==> config.mk <==
export PLATFORM = sky130hd
export DESIGN_NAME = pixel_stream_loader_flat
export DESIGN_NICKNAME = d
export VERILOG_FILES = /design/src/rtl/pixel_stream_loader_pkg.sv /design/src/rtl/pixel_stream_loader_if.sv /design/src/rtl/pixel_stream_loader_scale.sv /design/src/rtl/pixel_stream_loader.sv /design/src/flat_wrapper.sv
export SDC_FILE = /design/constraint.sdc
export NUM_CORES = 1
export LEC_CHECK = 0
export BUFFER_PORTS_ARGS = -buffer_cell sky130_fd_sc_hd__buf_2
export CAP_MARGIN = 20
export CORE_MARGIN = 2
export CORE_UTILIZATION = 40
export CTS_CLUSTER_SIZE = 8
export DETAILED_ROUTE_END_ITERATION = 8
export GPL_TIMING_DRIVEN = 1
export HOLD_SLACK_MARGIN = 0.05
export PLACE_DENSITY = 0.6
export SYNTH_ARGS = -nofsm -noshare
export SYNTH_HDL_FRONTEND = slang
export SYNTH_SLANG_ARGS = --single-unit
==> constraint.sdc <==
create_clock -name clk -period 2.26 [get_ports clk]
set_input_delay 0.339 -clock clk [delete_from_list [all_inputs] [get_ports clk]]
set_output_delay 0.339 -clock clk [all_outputs]
set_load 0.02 [all_outputs]
==> src/rtl/pixel_stream_loader_pkg.sv <==
// pixel_stream_loader_pkg
//   Shared definitions for the pixel stream loader:
//   - state_t: FSM encoding (COLLECT/SETUP/STROBE/HOLD, 2 bits)
//   - BYTES_PER_PIXEL, COLOR_W: stream/pixel geometry
//   - pack_grb(): places the R,G,B channels into the driver's {G,R,B} word
package pixel_stream_loader_pkg;

  typedef enum logic [1:0] {
    ST_COLLECT = 2'd0,
    ST_SETUP   = 2'd1,
    ST_STROBE  = 2'd2,
    ST_HOLD    = 2'd3
  } state_t;

  localparam int BYTES_PER_PIXEL = 3;
  localparam int COLOR_W         = 24;

  // GRB packing order: G in [23:16], R in [15:8], B in [7:0].
  function automatic logic [COLOR_W-1:0] pack_grb(input logic [7:0] red,
                                                  input logic [7:0] green,
                                                  input logic [7:0] blue);
    return {green, red, blue};
  endfunction

endpackage

==> src/rtl/pixel_stream_loader_if.sv <==
// pixel_stream_loader_if
//   Bundles the byte-stream input and the driver write port of the loader.
//   Handshake: a byte transfers on a rising clk edge where s_valid and s_ready
//   are both high; s_valid may drop at any time, s_data/s_sof only matter
//   while s_valid is high.
//   Signals: s_data[7:0], s_valid, s_sof, s_ready, pix_color[23:0],
//            pix_address[ADDR_W-1:0], pix_wr, frame_done, busy,
//            brightness[7:0] (only when PIXEL_BRIGHTNESS_EN is defined).
//   Modports: slave = loader side, master = stream source / observer side.
interface pixel_stream_loader_if #(
  parameter int ADDR_W = 16
);
  logic [7:0]        s_data;
  logic              s_valid;
  logic              s_sof;
  logic              s_ready;
  logic [23:0]       pix_color;
  logic [ADDR_W-1:0] pix_address;
  logic              pix_wr;
  logic              frame_done;
  logic              busy;
`ifdef PIXEL_BRIGHTNESS_EN
  logic [7:0]        brightness;

  modport slave (
    input  s_data, s_valid, s_sof, brightness,
    output s_ready, pix_color, pix_address, pix_wr, frame_done, busy
  );
  modport master (
    output s_data, s_valid, s_sof, brightness,
    input  s_ready, pix_color, pix_address, pix_wr, frame_done, busy
  );
`else
  modport slave (
    input  s_data, s_valid, s_sof,
    output s_ready, pix_color, pix_address, pix_wr, frame_done, busy
  );
  modport master (
    output s_data, s_valid, s_sof,
    input  s_ready, pix_color, pix_address, pix_wr, frame_done, busy
  );
`endif
endinterface

==> src/rtl/pixel_stream_loader_scale.sv <==
// pixel_scale
//   Per-channel brightness scaling: o_ch = (i_ch * (i_brightness + 1)) >> 8.
//   brightness=255 passes the channel through, brightness=0 gives 0.
//   Purely combinational. Only built when PIXEL_BRIGHTNESS_EN is defined.
//   Ports: i_ch[7:0] channel in, i_brightness[7:0] gain, o_ch[7:0] scaled out.
`ifdef PIXEL_BRIGHTNESS_EN
module pixel_scale (
  input  logic [7:0] i_ch,
  input  logic [7:0] i_brightness,
  output logic [7:0] o_ch
);
  logic [8:0]  w_gain;
  logic [15:0] w_prod;

  // Largest product is 255*256 = 65280, so 16 bits never overflow.
  assign w_gain = {1'b0, i_brightness} + 9'd1;
  assign w_prod = 16'(i_ch) * 16'(w_gain);
  assign o_ch   = w_prod[15:8];
endmodule
`endif

==> src/rtl/pixel_stream_loader.sv <==
// pixel_stream_loader
//   Packs an R,G,B byte stream into 24-bit {G,R,B} words and writes them into
//   the neopixel driver colour buffer with an auto-incrementing LED address.
//   Write sequence per pixel: SETUP (data/address valid) -> STROBE (pix_wr=1)
//   -> HOLD (data held, address counter advanced, frame_done on last LED).
//   Optional feature macro: PIXEL_BRIGHTNESS_EN adds bus.brightness scaling.
//   Ports:
//     clk, rst_n   clock, asynchronous active-low reset
//     bus          pixel_stream_loader_if.slave (stream in, driver write out)
//     o_dbg_state  current FSM state, for observation only
module pixel_stream_loader
  import pixel_stream_loader_pkg::*;
#(
  parameter int NUM_LEDS = 16,
  parameter int ADDR_W   = 16
) (
  input  logic                  clk,
  input  logic                  rst_n,
  pixel_stream_loader_if.slave  bus,
  output state_t                o_dbg_state
);

  localparam logic [ADDR_W-1:0] LAST_ADDR = ADDR_W'(NUM_LEDS - 1);
  localparam logic [1:0]        LAST_BYTE = 2'(BYTES_PER_PIXEL - 1);

  state_t              r_state, w_next;
  logic [1:0]          r_byte_cnt;
  logic [7:0]          r_red, r_green;
  logic [ADDR_W-1:0]   r_addr_cnt;
  logic [COLOR_W-1:0]  r_pix_color;
  logic [ADDR_W-1:0]   r_pix_addr;
  logic                r_wr, r_frame_done, r_ready;
  logic                w_accept, w_last_byte;
  logic [7:0]          w_red_s, w_green_s, w_blue_s;

  // r_ready is only ever high while in COLLECT, but the state term keeps
  // the intent explicit.
  assign w_accept    = bus.s_valid & r_ready & (r_state == ST_COLLECT);
  // A start-of-frame byte is always byte 0, so it can never complete a pixel.
  assign w_last_byte = w_accept & ~bus.s_sof & (r_byte_cnt == LAST_BYTE);

`ifdef PIXEL_BRIGHTNESS_EN
  pixel_scale u_scale_r (.i_ch(r_red),      .i_brightness(bus.brightness), .o_ch(w_red_s));
  pixel_scale u_scale_g (.i_ch(r_green),    .i_brightness(bus.brightness), .o_ch(w_green_s));
  pixel_scale u_scale_b (.i_ch(bus.s_data), .i_brightness(bus.brightness), .o_ch(w_blue_s));
`else
  assign w_red_s   = r_red;
  assign w_green_s = r_green;
  assign w_blue_s  = bus.s_data;
`endif

  always_comb begin
    w_next = r_state;
    case (r_state)
      ST_COLLECT: if (w_last_byte) w_next = ST_SETUP;
      ST_SETUP:   w_next = ST_STROBE;
      ST_STROBE:  w_next = ST_HOLD;
      ST_HOLD:    w_next = ST_COLLECT;
      default:    w_next = ST_COLLECT;
    endcase
  end

  always_ff @(posedge clk or negedge rst_n) begin
    if (!rst_n) begin
      r_state <= ST_COLLECT;
    end else begin
      r_state <= w_next;
    end
  end

  // Outputs are registered from the next state so the driver sees glitch-free
  // levels: colour/address load on entry to SETUP (blue comes straight from
  // the bus on that edge), pix_wr is high exactly while in STROBE.
  always_ff @(posedge clk or negedge rst_n) begin
    if (!rst_n) begin
      r_byte_cnt   <= '0;
      r_red        <= '0;
      r_green      <= '0;
      r_addr_cnt   <= '0;
      r_pix_color  <= '0;
      r_pix_addr   <= '0;
      r_wr         <= 1'b0;
      r_frame_done <= 1'b0;
      r_ready      <= 1'b0;
    end else begin
      r_ready      <= (w_next == ST_COLLECT);
      r_wr         <= (w_next == ST_STROBE);
      r_frame_done <= (r_state == ST_HOLD) && (r_addr_cnt == LAST_ADDR);

      if (w_accept) begin
        if (bus.s_sof) begin
          // Restart the frame; any partial pixel is dropped.
          r_red      <= bus.s_data;
          r_byte_cnt <= 2'd1;
          r_addr_cnt <= '0;
        end else if (r_byte_cnt == 2'd0) begin
          r_red      <= bus.s_data;
          r_byte_cnt <= 2'd1;
        end else if (r_byte_cnt == 2'd1) begin
          r_green    <= bus.s_data;
          r_byte_cnt <= 2'd2;
        end else begin
          r_byte_cnt <= 2'd0;
        end
      end else if (r_state == ST_HOLD) begin
        r_addr_cnt <= (r_addr_cnt == LAST_ADDR) ? '0 : r_addr_cnt + 1'b1;
      end

      if (w_last_byte) begin
        r_pix_color <= pack_grb(w_red_s, w_green_s, w_blue_s);
        r_pix_addr  <= r_addr_cnt;
      end
    end
  end

  assign bus.s_ready     = r_ready;
  assign bus.pix_color   = r_pix_color;
  assign bus.pix_address = r_pix_addr;
  assign bus.pix_wr      = r_wr;
  assign bus.frame_done  = r_frame_done;
  assign bus.busy        = (r_state != ST_COLLECT);
  assign o_dbg_state     = r_state;

endmodule

==> src/flat_wrapper.sv <==
// flat-port wrapper written by rule: the top's interface ports become plain ports
module pixel_stream_loader_flat import pixel_stream_loader_pkg::*;
#(
  parameter int NUM_LEDS = 16,
  parameter int ADDR_W   = 16
)
  (clk, rst_n, o_dbg_state, bus_s_data, bus_s_valid, bus_s_sof, bus_s_ready, bus_pix_color, bus_pix_address, bus_pix_wr, bus_frame_done, bus_busy);
  pixel_stream_loader_if #(.ADDR_W(ADDR_W)) bus_i ();
  input  logic clk;
  input  logic rst_n;
  output state_t o_dbg_state;
  input wire logic [$bits(bus_i.s_data)-1:0] bus_s_data;
  input wire logic [$bits(bus_i.s_valid)-1:0] bus_s_valid;
  input wire logic [$bits(bus_i.s_sof)-1:0] bus_s_sof;
  output wire logic [$bits(bus_i.s_ready)-1:0] bus_s_ready;
  output wire logic [$bits(bus_i.pix_color)-1:0] bus_pix_color;
  output wire logic [$bits(bus_i.pix_address)-1:0] bus_pix_address;
  output wire logic [$bits(bus_i.pix_wr)-1:0] bus_pix_wr;
  output wire logic [$bits(bus_i.frame_done)-1:0] bus_frame_done;
  output wire logic [$bits(bus_i.busy)-1:0] bus_busy;
  assign bus_i.s_data = bus_s_data;
  assign bus_i.s_valid = bus_s_valid;
  assign bus_i.s_sof = bus_s_sof;
  assign bus_s_ready = bus_i.s_ready;
  assign bus_pix_color = bus_i.pix_color;
  assign bus_pix_address = bus_i.pix_address;
  assign bus_pix_wr = bus_i.pix_wr;
  assign bus_frame_done = bus_i.frame_done;
  assign bus_busy = bus_i.busy;
  pixel_stream_loader #(.NUM_LEDS(NUM_LEDS), .ADDR_W(ADDR_W)) u_core (.clk(clk), .rst_n(rst_n), .bus(bus_i), .o_dbg_state(o_dbg_state));
endmodule
# [Word-level counts from Yosys, hierarchy flattened]
# Index checks and enable logic that the tools add are counted.
[op_classes] add_sub_neg=1 n_eq_ne=8 n_mux=11 bitwise_logic=6 n_reduce_logical=10
[ops] cell="2-to-1 mux 16 bit" n=4
[ops] cell="adder 16 x 1 -> 16 bit (second input constant)" n=1
[ops] cell="== test 16 x 4 -> 1 bit (second input constant)" n=1
[ops] cell="2-to-1 mux 8 bit" n=2
[ops] cell="== test 2 bit (second input constant)" n=4
[ops] cell="2-to-1 mux 2 bit" n=4
[ops] cell="one-hot mux 2 bit (4 select lines)" n=1
[ops] cell="logical NOT 2 bit" n=3
[ops] cell="nonzero test 2 bit" n=3
[ops] cell="AND 1 bit" n=4
[ops] cell="== test 2 x 1 -> 1 bit (second input constant)" n=2
[ops] cell="AND reduction 2 bit" n=2
[ops] cell="AND reduction 4 bit" n=1
[ops] cell="inequality test 2 bit (second input constant)" n=1
[ops] cell="NOT 1 bit" n=2
[ops] cell="logical AND 1 bit" n=1
[word_totals] ff_bits=79 input_bits=12 out_inout_bits=46 word_cells=46

# [Depth between registers and ports, before layout]
[logic_depth] ltp_word=7 ltp_mapped=8

# [Worst setup path before layout]
# No wires, ideal clock.
[synth_path] path_kind="register to register" startpoint="reg u_core.r_state[0] (netlist: u_core.o_dbg_state[0])" endpoint="reg u_core.r_pix_color[0] (netlist: u_core.bus.pix_color[0])" arrival_time_ns=2.079 required_time_ns=2.135 setup_slack_ns=0.057 stages_incl_launch_ff=7 n_path_buf=1 cell_sequence="dfrtp_1 inv_1 ha_1 nand3_2 nor4b_2 clkbuf_1 mux2_2"
[synth_via] elab_chain_len=4
[synth_rtl] element="start: declaration" line_no="pixel_stream_loader.sv:26" text="state_t r_state, w_next;"
[synth_rtl] element="start signal: assignment" line_no="pixel_stream_loader.sv:67" text="r_state <= w_next;"
[synth_rtl] element="logical NOT 2 bit" line_no="pixel_stream_loader.sv:38" text="assign w_accept = bus.s_valid & r_ready & (r_state == ST_COLLECT);"
[synth_rtl] element="AND 1 bit" line_no="pixel_stream_loader.sv:38"
[synth_rtl] element="AND 1 bit (2 in a row)" line_no="pixel_stream_loader.sv:40" text="assign w_last_byte = w_accept & ~bus.s_sof & (r_byte_cnt == LAST_BYTE);"
[synth_rtl] element="end signal: assignment" line_no="pixel_stream_loader.sv:110" text="r_pix_color <= pack_grb(w_red_s, w_green_s, w_blue_s);"
[synth_rtl] element="end: declaration" line_no="pixel_stream_loader.sv:30" text="logic [COLOR_W-1:0] r_pix_color;"
# Every way passes these cells.
# A chain may end at the register's enable or synchronous reset.

# [Worst setup path in the final report]
[layout_path] startpoint="reg u_core.r_addr_cnt[13]" endpoint="reg u_core.r_addr_cnt[7]"
[layout_via] elab_chain_len=4
[layout_rtl] element="start: declaration" line_no="pixel_stream_loader.sv:29" text="logic [ADDR_W-1:0] r_addr_cnt;"
[layout_rtl] element="start signal: assignment" line_no="pixel_stream_loader.sv:106" text="r_addr_cnt <= (r_addr_cnt == LAST_ADDR) ? '0 : r_addr_cnt + 1'b1;"
[layout_rtl] element="== test 16 x 4 -> 1 bit" line_no="pixel_stream_loader.sv:106"
[layout_rtl] element="2-to-1 mux 16 bit" line_no="pixel_stream_loader.sv:106"
[layout_rtl] element="2-to-1 mux 16 bit" line_no="pixel_stream_loader.sv:105" text="end else if (r_state == ST_HOLD) begin"
[layout_rtl] element="2-to-1 mux 16 bit" line_no="pixel_stream_loader.sv:90" text="if (w_accept) begin"
# Every way passes these cells. The select of a mux whose other input is x is not followed.

==> key figures <==
Timing
  • Final Setup Violations: 0
  • Final min period: 2093 ps
  • Unrepaired setup endpoints after global routing: no
  • Worst-Margin Slew: 484.4 ps
  • Setup_tns: 0 ps
  • Hold Fails Final Rpt: 0
  • Final slew viol count: 0
  • Setup Skew: 6.791 ps
  • Max Clock Freq: 477.8 MHz
  • Slew HR: 67.71%
  • Tcrit/Tclk final: 92.62%

Synth
  • Largest area contributor in the netlist: dfrtp_1
  • Post-synth ARST share: 100.0%
  • Largest family of logic cells by synthesized area: multiplexers
  • Main flop type after synthesis: dfrtp_1
  • Syn_nets: 266
  • Mux share of post-synthesis cell area: 19.52%
  • Mapped Avg Cell Area: 13.47 um2
  • Post-Synth Simple-Gate Area: 9.966%
  • Most frequent cell after synthesis: dfrtp_1
  • Mapped Cells: 248
  • Top cell type's share of synthesized area: 59.20%
  • Post-synthesis adder-cell area fraction: 2.248%
  • Synth top area cells: dfrtp_1 (59%), mux2_2 (19%), ha_1 (2.2%)
  • Synth Warn #: 0
  • Sequential-to-total area share from yosys stat: 59.20%
  • Count of state elements after synthesis: 79
  • Synth Area in XOR/XNOR: 0.2623%
  • Yosys cell types: 35
  • Post-synth EDFFs: 0
  • Top cells by count, synth: dfrtp_1 (79), mux2_2 (57), nand2_1 (13)
  • Synthesized cell area: 3339 um2
  • Post-synthesis compound-gate area fraction: 6.107%

Die
  • Row count: 33
  • Core area: 8134 um2
  • Full die area: 9095 um2
  • DIE HEIGHT: 95.37 um
  • Die W: 95.37 um
  • Starting Density: 41.06%
  • Top Ports: 58

Clock tree
  • Inserted Clock Buffers: 9
  • Worst-Skew Late Latency: 340 ps
  • H-tree level count: 3
  • Worst-path clk slew: 80 ps
  • Clk buf depth: 2
  • CTS tree: yes
  • CTS Root Cell: clkbuf_8
  • CTS sink cnt: 79

Power
  • Pwr Density: 1107 nW/um2
  • Lkg Pwr: 2.022 nW
  • Peak VDD IR: 572.9 uV

Route
  • Via count: 2254
  • Routed vias/inst: 5.194
  • Drt wl/cell: 15.21 um
  • Routed Antenna Nets: 0
  • Remaining DRCs: 0
  • Detailed Route WL: 6600 um
  • Starting DRT DRC Count: 60
  • Drt pass-1 iters: 4

GRT
  • Global-route wire length before repair: 11140 um
  • Vias in the first global route: 2336
  • Initial antenna violation count: 0
  • Remaining global-route overflow: 0
  • Total track usage: 16.17%
  • Largest net degree at the start of global routing: 44

Layout
  • Non-Filler Instances: 434
  • Fraction of layout cells with a size suffix above 1: 46.81%
  • Antenna cells: 0
  • Layout Nets: 342
  • Area grow syn2layout: 21.88%

Critical path
  • CP Launch Type: flip-flop
  • Worst path slowest cell: or4_4
  • CP Capture Type: flip-flop
  • Crit path DAT: 2320 ps
  • Largest stage delay on the critical path: 590 ps
  • CP Max Fanout: 10
  • Worst path cell trace: or4_1 > or4_4 > a21oi_4 > buf_12 > a21oi_1
  • Kind of critical path: reg -> reg
  • Worst Path Buf+Inv: 1
  • Reg-to-reg setup timing slack: 170 ps
  • CP Data Required Time: 2480 ps
  • CP delay by family, top: simple AND/OR/NAND/NOR gates

Min path
  • Worst hold path class: in -> reg

Placement
  • Hpwl dp: 4628 um
  • Placed insts: 417
  • GP Congestion: 0.7891
  • PortBufs: 57

Run
  • Max cap viols: 0

Run status
  • Status: finished clean
kinds of logic after synthesis:
family,Yosys count
fa+ha+maj,6
flops,79
mux,58
simple gates,55
buf+inv,17
xor+xnor,1
compound gates,32
routing by layer:
layer	global-route usage (%)	vias up	wire length, um
met5	0	-	0
met2	26.58	52	3295
met3	4.664	10	328
met4	6.786	0	95
li1	-	1052	-
met1	19.96	1140	2881
stage by stage:
stage / util (%) / total power, W / hold WS (ps) / cell area, um2 / setup WS (ps)
2_1_floorplan: - / 0.003041 / 43.41 / 3339 / 56.65
3_3_place_gp: 47.76 / 0.003563 / 339.7 / 3885 / 206.0
3_5_place_dp: 47.76 / 0.003613 / 340.1 / 3885 / 130.2
4_1_cts: 50.04 / 0.004582 / 241.3 / 4070 / 102.8
5_1_grt: 50.04 / 0.004840 / 234.3 / 4070 / 24.02
6_report: 50.04 / 0.004507 / 255.5 / 4070 / 166.9
cells in the final DEF (no fill, tap or decap), types with 2 or more instances in the layout:
cell type | netlist | final
buf_12 | 0 | 4
nand3_1 | 6 | 6
clkbuf_1 | 4 | 2
a21oi_1 | 11 | 11
or3_1 | 8 | 8
and4_1 | 2 | 2
inv_1 | 6 | 5
nand2_1 | 13 | 13
clkbuf_8 | 0 | 10
nor2_1 | 4 | 4
buf_4 | 2 | 15
ha_1 | 6 | 6
o21ai_0 | 9 | 9
mux2_2 | 57 | 57
buf_2 | 3 | 56
or4_1 | 7 | 7
o31ai_1 | 4 | 4
nand4_1 | 7 | 7
dfrtp_1 | 79 | 79
flip-flops by register name (all words and copies together), names as in the netlist:
| name | flops |
|---|---|
| u_core.r_red | 8 |
| u_core.o_dbg_state | 2 |
| u_core.r_addr_cnt | 16 |
| u_core.bus.pix_address | 16 |
| u_core.r_green | 8 |
| u_core.bus.frame_done | 1 |
| u_core.bus.pix_color | 24 |
| u_core.bus.pix_wr | 1 |
| u_core.bus.s_ready | 1 |
| u_core.r_byte_cnt | 2 |
final cells by class:
class                           instances  area (um2)
Fill cell                             747        4064
Sequential cell                        79        1977
Multi-Input combinational cell        152        1281
Timing Repair Buffer                   76       483.0
Clock buffer                           12       145.1
Tap cell                              105       131.4
Clock inverter                          4       30.03
Inverter                                6       22.52
timing repair:
| action | in CTS | in global routing |
|---|---|---|
| gates resized for setup | 0 | 1 |
| hold endpoints to repair | 36 | 0 |
| setup endpoints to repair | 0 | 14 |
| setup buffers | 0 | 0 |
| hold buffers | 1 | 0 |
worst reg2reg max path: cells and delay by family, from the launching register on:
family                 cells  cell delay, ps
AND/OR/NAND/NOR            2            1120
flip-flops                 1             420
AO/OA/AOI/OAI              2             270
buffers and inverters      1             150
path summary, 6_finish.rpt:
path,start,endpoint,depth (start not counted)
max,u_core.r_addr_cnt[13],u_core.r_addr_cnt[7],5
min,bus_s_data[4],u_core.r_red[4],2
max reg2reg,u_core.r_addr_cnt[13],u_core.r_addr_cnt[7],5
min reg2reg,u_core.bus.pix_color[3],u_core.bus.pix_color[3],1
max in group asynchronous,rst_n,u_core.bus.pix_color[3],3
min in group asynchronous,rst_n,u_core.bus.pix_address[14],2
where the power goes:
part,internal (W),switching (W),total (W)
logic,0.000655,0.000793,0.00145
registers,0.00185,0.000267,0.00211
clock network,0.000434,0.000513,0.000947
Power figures use the tool's default switching activity.
